## src/rtl/regfile_mp_if.sv

```systemverilog
// regfile_mp_if: write/read port bundle for the multi-port GPR file.
//   master : pipeline side, drives write ports, read enables and addresses, samples read data
//   slave  : register file side
//   we0/wa0/wd0, we1/wa1/wd1 : two write ports, W1 wins on an address collision
//   rd_en/rd_addr/rd_data    : NUM_RD packed read ports, port k at [k*W +: W]
//   alloc_en/alloc_addr/rd_pend : pending-producer scoreboard, only with SCOREBOARD_EN defined
interface regfile_mp_if #(
    parameter int DATA_W = 32,
    parameter int ADDR_W = 5,
    parameter int NUM_RD = 2
);
    logic                     we0;
    logic [ADDR_W-1:0]        wa0;
    logic [DATA_W-1:0]        wd0;
    logic                     we1;
    logic [ADDR_W-1:0]        wa1;
    logic [DATA_W-1:0]        wd1;
    logic [NUM_RD-1:0]        rd_en;
    logic [NUM_RD*ADDR_W-1:0] rd_addr;
    logic [NUM_RD*DATA_W-1:0] rd_data;
`ifdef SCOREBOARD_EN
    logic                     alloc_en;
    logic [ADDR_W-1:0]        alloc_addr;
    logic [NUM_RD-1:0]        rd_pend;

    modport master (
        output we0, wa0, wd0, we1, wa1, wd1, rd_en, rd_addr, alloc_en, alloc_addr,
        input  rd_data, rd_pend
    );
    modport slave (
        input  we0, wa0, wd0, we1, wa1, wd1, rd_en, rd_addr, alloc_en, alloc_addr,
        output rd_data, rd_pend
    );
`else
    modport master (
        output we0, wa0, wd0, we1, wa1, wd1, rd_en, rd_addr,
        input  rd_data
    );
    modport slave (
        input  we0, wa0, wd0, we1, wa1, wd1, rd_en, rd_addr,
        output rd_data
    );
`endif
endinterface

```

## src/rtl/regfile_mp.sv

```systemverilog
// regfile_mp: NUM_RD-read / 2-write GPR file with same-cycle bypass and post-reset clear sweep.
//   clk      : clock, rising edge
//   rst_n    : synchronous active-low reset, restarts the clear sweep
//   clr_busy : high from the first reset edge until every entry has been swept
//   bus      : regfile_mp_if.slave, write ports W0/W1 and the packed read ports
//   SCOREBOARD_EN (macro) : adds per-register pending bits, alloc port and rd_pend outputs
module regfile_mp #(
    parameter int DATA_W = 32,
    parameter int ADDR_W = 5,
    parameter int NUM_RD = 2
) (
    input  logic         clk,
    input  logic         rst_n,
    output logic         clr_busy,
    regfile_mp_if.slave  bus
);
    localparam int DEPTH = 2 ** ADDR_W;

    typedef enum logic {CLEAR, READY} state_t;

    state_t            state, state_nx;
    logic [ADDR_W-1:0] cnt, cnt_nx;
    // Entry 0 is hardwired to zero, so no storage is kept for it.
    logic [DATA_W-1:0] regs [1:DEPTH-1];

    always_ff @(posedge clk) begin
        if (!rst_n) begin
            state <= CLEAR;
            cnt   <= ADDR_W'(1);
        end else begin
            state <= state_nx;
            cnt   <= cnt_nx;
        end
    end

    always_comb begin
        state_nx = state;
        cnt_nx   = cnt;
        if (state == CLEAR) begin
            if (cnt == '1)
                state_nx = READY;
            else
                cnt_nx = cnt + 1'b1;
        end
    end

    assign clr_busy = (state == CLEAR);

    wire w0_ok = bus.we0 && bus.wa0 != '0;
    wire w1_ok = bus.we1 && bus.wa1 != '0;

    // W1 is assigned last, so on an address collision its value is the one that lands.
    always_ff @(posedge clk) begin
        if (rst_n && state == CLEAR) begin
            regs[cnt] <= '0;
        end else if (rst_n && state == READY) begin
            if (w0_ok) regs[bus.wa0] <= bus.wd0;
            if (w1_ok) regs[bus.wa1] <= bus.wd1;
        end
    end

`ifdef SCOREBOARD_EN
    logic [DEPTH-1:1] pending;

    // Alloc is applied after the write clears: a newer producer keeps the bit set.
    always_ff @(posedge clk) begin
        if (!rst_n) begin
            pending <= '0;
        end else if (state == READY) begin
            if (w0_ok) pending[bus.wa0] <= 1'b0;
            if (w1_ok) pending[bus.wa1] <= 1'b0;
            if (bus.alloc_en && bus.alloc_addr != '0) pending[bus.alloc_addr] <= 1'b1;
        end
    end
`endif

    for (genvar k = 0; k < NUM_RD; k++) begin : g_rd
        logic [ADDR_W-1:0] ra;
        logic              off, hit1, hit0;
        assign ra   = bus.rd_addr[k*ADDR_W +: ADDR_W];
        assign off  = clr_busy || !bus.rd_en[k] || ra == '0;
        assign hit1 = bus.we1 && bus.wa1 == ra;
        assign hit0 = bus.we0 && bus.wa0 == ra;
        assign bus.rd_data[k*DATA_W +: DATA_W] = off  ? '0 :
                                                 hit1 ? bus.wd1 :
                                                 hit0 ? bus.wd0 :
                                                 regs[ra];
`ifdef SCOREBOARD_EN
        // A same-cycle bypass hit means the producer is delivering now, so nothing is pending.
        assign bus.rd_pend[k] = !off && !hit1 && !hit0 && pending[ra];
`endif
    end
endmodule
```

## src/flat_wrapper.sv

```systemverilog
// flat-port wrapper written by rule: the top's interface ports become plain ports
module regfile_mp_flat 
#(
    parameter int DATA_W = 32,
    parameter int ADDR_W = 5,
    parameter int NUM_RD = 2
)
  (clk, rst_n, clr_busy, bus_we0, bus_wa0, bus_wd0, bus_we1, bus_wa1, bus_wd1, bus_rd_en, bus_rd_addr, bus_rd_data);
  regfile_mp_if #(.DATA_W(DATA_W), .ADDR_W(ADDR_W), .NUM_RD(NUM_RD)) bus_i ();
  input  logic clk;
  input  logic rst_n;
  output logic clr_busy;
  input wire logic [$bits(bus_i.we0)-1:0] bus_we0;
  input wire logic [$bits(bus_i.wa0)-1:0] bus_wa0;
  input wire logic [$bits(bus_i.wd0)-1:0] bus_wd0;
  input wire logic [$bits(bus_i.we1)-1:0] bus_we1;
  input wire logic [$bits(bus_i.wa1)-1:0] bus_wa1;
  input wire logic [$bits(bus_i.wd1)-1:0] bus_wd1;
  input wire logic [$bits(bus_i.rd_en)-1:0] bus_rd_en;
  input wire logic [$bits(bus_i.rd_addr)-1:0] bus_rd_addr;
  output wire logic [$bits(bus_i.rd_data)-1:0] bus_rd_data;
  assign bus_i.we0 = bus_we0;
  assign bus_i.wa0 = bus_wa0;
  assign bus_i.wd0 = bus_wd0;
  assign bus_i.we1 = bus_we1;
  assign bus_i.wa1 = bus_wa1;
  assign bus_i.wd1 = bus_wd1;
  assign bus_i.rd_en = bus_rd_en;
  assign bus_i.rd_addr = bus_rd_addr;
  assign bus_rd_data = bus_i.rd_data;
  regfile_mp #(.DATA_W(DATA_W), .ADDR_W(ADDR_W), .NUM_RD(NUM_RD)) u_core (.clk(clk), .rst_n(rst_n), .clr_busy(clr_busy), .bus(bus_i));
endmodule
```

## config.mk

```make
export PLATFORM = sky130hd
export DESIGN_NAME = regfile_mp_flat
export DESIGN_NICKNAME = d
export VERILOG_FILES = /design/src/rtl/regfile_mp_if.sv /design/src/rtl/regfile_mp.sv /design/src/flat_wrapper.sv
export SDC_FILE = /design/constraint.sdc
export NUM_CORES = 2
export LEC_CHECK = 0
export ABC_CLOCK_PERIOD_IN_PS = 5050
export CAP_MARGIN = 25
export CORE_ASPECT_RATIO = 1.1
export CORE_MARGIN = 2
export CORE_UTILIZATION = 25
export CTS_BUF_LIST = sky130_fd_sc_hd__clkbuf_8 sky130_fd_sc_hd__clkbuf_16
export DETAILED_ROUTE_END_ITERATION = 12
export PLACE_DENSITY = 0.36
export SLEW_MARGIN = 5
export SYNTH_ARGS = -nofsm -noshare
export SYNTH_HDL_FRONTEND = slang
export SYNTH_SLANG_ARGS = --single-unit
export TNS_END_PERCENT = 50
```

## constraint.sdc

```tcl
create_clock -name clk -period 5.05 [get_ports clk]
set_clock_uncertainty 0.1 [all_clocks]
set_input_delay 1.515 -clock clk [delete_from_list [all_inputs] [get_ports clk]]
set_output_delay 1.515 -clock clk [all_outputs]
set_load 0.05 [all_outputs]
```

==> results.cfg <==
[detailed_routing]
drt-met1-wl_um = 133000
wl_per_cell_um = 35.9
routed_via_density = 5.47
routed_wirelength_um = 322000
detailedRoute.firstPassIterationCount = 5
postRouteAntennaNets = 0
top_signal_layer_used = met5
initialDrtViolationCount = 5745
dr_wl_met2_um = 154000
route.vias.total = 48900
remaining_drc_errors = 0
met3_wirelength_um = 18700

[synthesis]
yosys_most_used_dff = sky130_fd_sc_hd__edfxtp_1
asyncSetResetFlopFracSynth = 0
synth_seq_area_share = 0.503
syn_area_per_cell_sq_um = 11.3
yosys_warnings = 0
yosys-top-cells-area = sky130_fd_sc_hd__edfxtp_1 50%, sky130_fd_sc_hd__mux4_2 15%, sky130_fd_sc_hd__o21ai_0 8.1%
synth_largest_area_cell = sky130_fd_sc_hd__edfxtp_1
ys_types = 70
synth.ff_latch_count = 998
synthesized_instance_count = 5259
netlist.area_leader.share = 0.501
synth-edff-count = 992
synth_area_sq_mm = 0.0594
mappedNetlistNets = 5351

[pwr]
swShare = 0.268
p_seq_frac = 0.451
pwr-share-comb = 0.130
power.share.clock = 0.419
internal_power_uw = 14800
power_density_mw_per_mm2 = 254
cellLeakagePower_uw = 0.0249
irDropWorstVdd_uv = 288
netSwitchingPower_uw = 5410

[critical_path]
timing.critical_path.cells = buf_16 > buf_16 > buf_16 > buf_12 > mux4_2 > mux2i_4 > o22a_1 > buf_12 > a211oi_4 > buf_12
r2r_depth = 8
crit_fanout = 8
levels_on_crit_path = 10
cpLargestDelayFamily = buffers and inverters
worst-path-buf-inv = 6
critical_path_class = input pin to primary output
crit_required_ns = 3.44
cp_slowest_stage_delay_ns = 0.50
worst_path_max_delay_cell = sky130_fd_sc_hd__a211oi_4
timing.critical_path.arrival_ns = 3.79
critical_path.endpoint_type = primary output
critical_path.startpoint_type = input pin

[timing]
fmax_mhz = 185
totalNegativeSetupSlack_ns = -12.66
worst-slew-pin-transition_ns = 0.944
hold_viol = 0
report.final.slew_viol_count = 0
fin_crit_sh = 1.07
timing.slew.headroom = 0.371
final-setup-viol-count = 64
worst_path_setup_slack_after_routing_ns = -0.352
final.min_clock_period_ns = 5.40
rsz0062_at_grt = true

[die]
dieArea_sq_mm = 0.242
die_w_um = 469
floorplan.initialDensity = 0.252
chipHeight_um = 515
placeableCoreArea_sq_mm = 0.236
floorplan.io_pins = 155
std_cell_rows = 187

[place]
hpwlAfterDp_um = 215000
placer_congestion = 0.895
place.detailed.instances = 8596
place.port_buffers = 154
dpl-instance-area_sq_mm = 0.0715

[final_layout]
area.sequential_sq_mm = 0.0299
layout_overhead_on_the_synthesized_area_pct = 33.6
postLayoutCoreUtil = 0.336
finish.instance_area_sq_mm = 0.0794
fillCellCount = 23300
multi_input_area_sq_mm = 0.0291
drive_gt1_frac = 0.321
final_net_count = 5814
post_layout_nonfiller_instances = 8950

[clock_network]
cts.path.max_buffers = 3
cts_num_sinks = 998
cts-buffers-inserted = 119
clock_tree.htree_level_count = 3
clk_latency_ns = 0.80
cts.reportedPaths.clkPinSlew_ns = 0.06
cts_tree = yes
clock_tree.root_cell = sky130_fd_sc_hd__clkbuf_16
cts.hold.buffers_added = 0

[run_status]
outcome = complete, but fails checks
failed_checks = negative setup slack

[grt]
all_layer_gr_usage = 0.261
grt-ovfl-total = 0
grt_max_degree = 65
grt_pass1_wl_um = 430000
grt_pass1_vias = 47500
antenna_found_initial = 14

[job]
max_cap_viol_count = 0

[hold_path]
worst_hold_path_type = flop to flop
worst_hold_path_cell_count = 2
==> flip-flops by register name, indices dropped and copies added, names as in the netlist <==
signal        flops
u_core.regs     992
u_core.state      1
u_core.cnt        5
==> power by group through the flow <==
stage / sequential (uW) / clock (uW) / combinational (uW)
finish: 9100 / 8460 / 2630
global route: 9100 / 8880 / 2690
CTS: 9100 / 8600 / 2500
detailed placement: 9270 / 0 / 2230
global placement: 9270 / 0 / 2230
floorplan: 9260 / 0 / 1020
==> synth_stat cells, types with 11 or more instances <==
master / count
sky130_fd_sc_hd__o22ai_1: 94
sky130_fd_sc_hd__a22o_1: 39
sky130_fd_sc_hd__o21a_1: 17
sky130_fd_sc_hd__nand2_4: 14
sky130_fd_sc_hd__or3_1: 28
sky130_fd_sc_hd__nor2_1: 139
sky130_fd_sc_hd__o21ai_1: 68
sky130_fd_sc_hd__clkbuf_2: 82
sky130_fd_sc_hd__a211oi_1: 78
sky130_fd_sc_hd__nor2_2: 17
sky130_fd_sc_hd__nor4_1: 29
sky130_fd_sc_hd__xnor2_1: 21
sky130_fd_sc_hd__o221ai_1: 18
sky130_fd_sc_hd__a22oi_1: 27
sky130_fd_sc_hd__nand2b_1: 13
sky130_fd_sc_hd__mux4_2: 402
sky130_fd_sc_hd__mux2i_1: 230
sky130_fd_sc_hd__nor3_1: 23
sky130_fd_sc_hd__o211a_1: 11
sky130_fd_sc_hd__edfxtp_1: 992
sky130_fd_sc_hd__buf_1: 32
sky130_fd_sc_hd__buf_4: 80
sky130_fd_sc_hd__clkbuf_1: 318
sky130_fd_sc_hd__buf_2: 126
sky130_fd_sc_hd__o22a_1: 12
sky130_fd_sc_hd__o21bai_1: 12
sky130_fd_sc_hd__o21ai_0: 966
sky130_fd_sc_hd__nand2_1: 1068
sky130_fd_sc_hd__nand4_1: 20
sky130_fd_sc_hd__buf_6: 20
sky130_fd_sc_hd__a21oi_1: 92
sky130_fd_sc_hd__o2111a_1: 18
sky130_fd_sc_hd__o2111ai_1: 18
==> through the flow <==
step                hold slack, ns  worst slack, ns  power (uW)
floorplan                    0.396           -0.471       10300
global placement             0.448            -1.26       11500
detailed placement           0.459            -1.21       11500
CTS                          0.469           -0.309       20200
global route                 0.494           -0.335       20700
finish                       0.473           -0.352       20200
==> layout make-up <==
type	instances	share of cell area
Antenna cell	8	0.000252
Clock buffer	120	0.0378
Clock inverter	103	0.00819
Inverter	10	0.000473
Multi-Input combinational cell	3591	0.366
Sequential cell	998	0.377
Tap cell	3118	0.0491
Timing Repair Buffer	1002	0.162
==> logic make-up after synthesis <==
family,after synthesis,share of synthesized area
simple gates,1408,0.0990
mux,637,0.192
compound gates,1521,0.147
fa+ha+maj,2,0.000421
buf+inv,670,0.0547
flops,998,0.503
xor+xnor,23,0.00339
==> path summary, 6_finish.rpt <==
path	start	end	slack (ns)
setup / recovery	bus_rd_addr[5]	bus_rd_data[50]	-0.35
hold / removal	u_core.cnt[1]	u_core.cnt[1]	0.47
hold reg to reg	u_core.cnt[1]	u_core.cnt[1]	0.47
setup reg to reg	u_core.state	u_core.regs[13][22]	1.86
==> what timing repair did <==
action,in CTS,in global routing
gates cloned,13,8
endpoints found under the setup margin,64,64
buffers inserted,70,61
pin swaps,110,88
resized for setup,439,150
==> cell usage in the layout, fill, tap and decap left out, types with 16 or more instances in the layout <==
cell type                         synthesis  final
sky130_fd_sc_hd__a211oi_1                78     44
sky130_fd_sc_hd__a211oi_4                 0     23
sky130_fd_sc_hd__a21oi_1                 92     71
sky130_fd_sc_hd__a22o_1                  39     39
sky130_fd_sc_hd__a22oi_1                 27     19
sky130_fd_sc_hd__buf_12                   1    316
sky130_fd_sc_hd__buf_16                   0     30
sky130_fd_sc_hd__buf_4                   80    481
sky130_fd_sc_hd__buf_6                   20     67
sky130_fd_sc_hd__buf_8                    1     16
sky130_fd_sc_hd__clkbuf_16                0    128
sky130_fd_sc_hd__clkdlybuf4s50_1          0     70
sky130_fd_sc_hd__clkinv_1                 0     33
sky130_fd_sc_hd__clkinv_2                 0     18
sky130_fd_sc_hd__edfxtp_1               992    992
sky130_fd_sc_hd__inv_1                    9     43
sky130_fd_sc_hd__mux2i_1                230    199
sky130_fd_sc_hd__mux2i_4                  1     18
sky130_fd_sc_hd__mux4_2                 402    402
sky130_fd_sc_hd__nand2_1               1068   1061
sky130_fd_sc_hd__nand2_4                 14     16
sky130_fd_sc_hd__nand4_1                 20     20
sky130_fd_sc_hd__nor2_1                 139    122
sky130_fd_sc_hd__nor2_4                   0     24
sky130_fd_sc_hd__nor4_4                   0     17
sky130_fd_sc_hd__o2111a_2                 0     18
sky130_fd_sc_hd__o21ai_0                966    945
sky130_fd_sc_hd__o21ai_1                 68     80
sky130_fd_sc_hd__o221ai_1                18     17
sky130_fd_sc_hd__o22ai_1                 94     39
sky130_fd_sc_hd__o22ai_2                  0     25
sky130_fd_sc_hd__o22ai_4                  0     30
sky130_fd_sc_hd__or3_1                   28     18
==> worst register-to-register path: cells and delay by family, from the launching register on <==
kind	cells	cell delay [ns]
simple gates	2	0.49
flops	1	0.51
buf+inv	3	0.92
compound gates	3	0.78
==> per-layer routing <==
metal	vias to the layer above	global-route usage
met4	2	0.113
met3	499	0.0277
met2	2181	0.432
met5	-	0
met1	25400	0.345
li1	20900	-
Power figures use the tool's default switching activity.
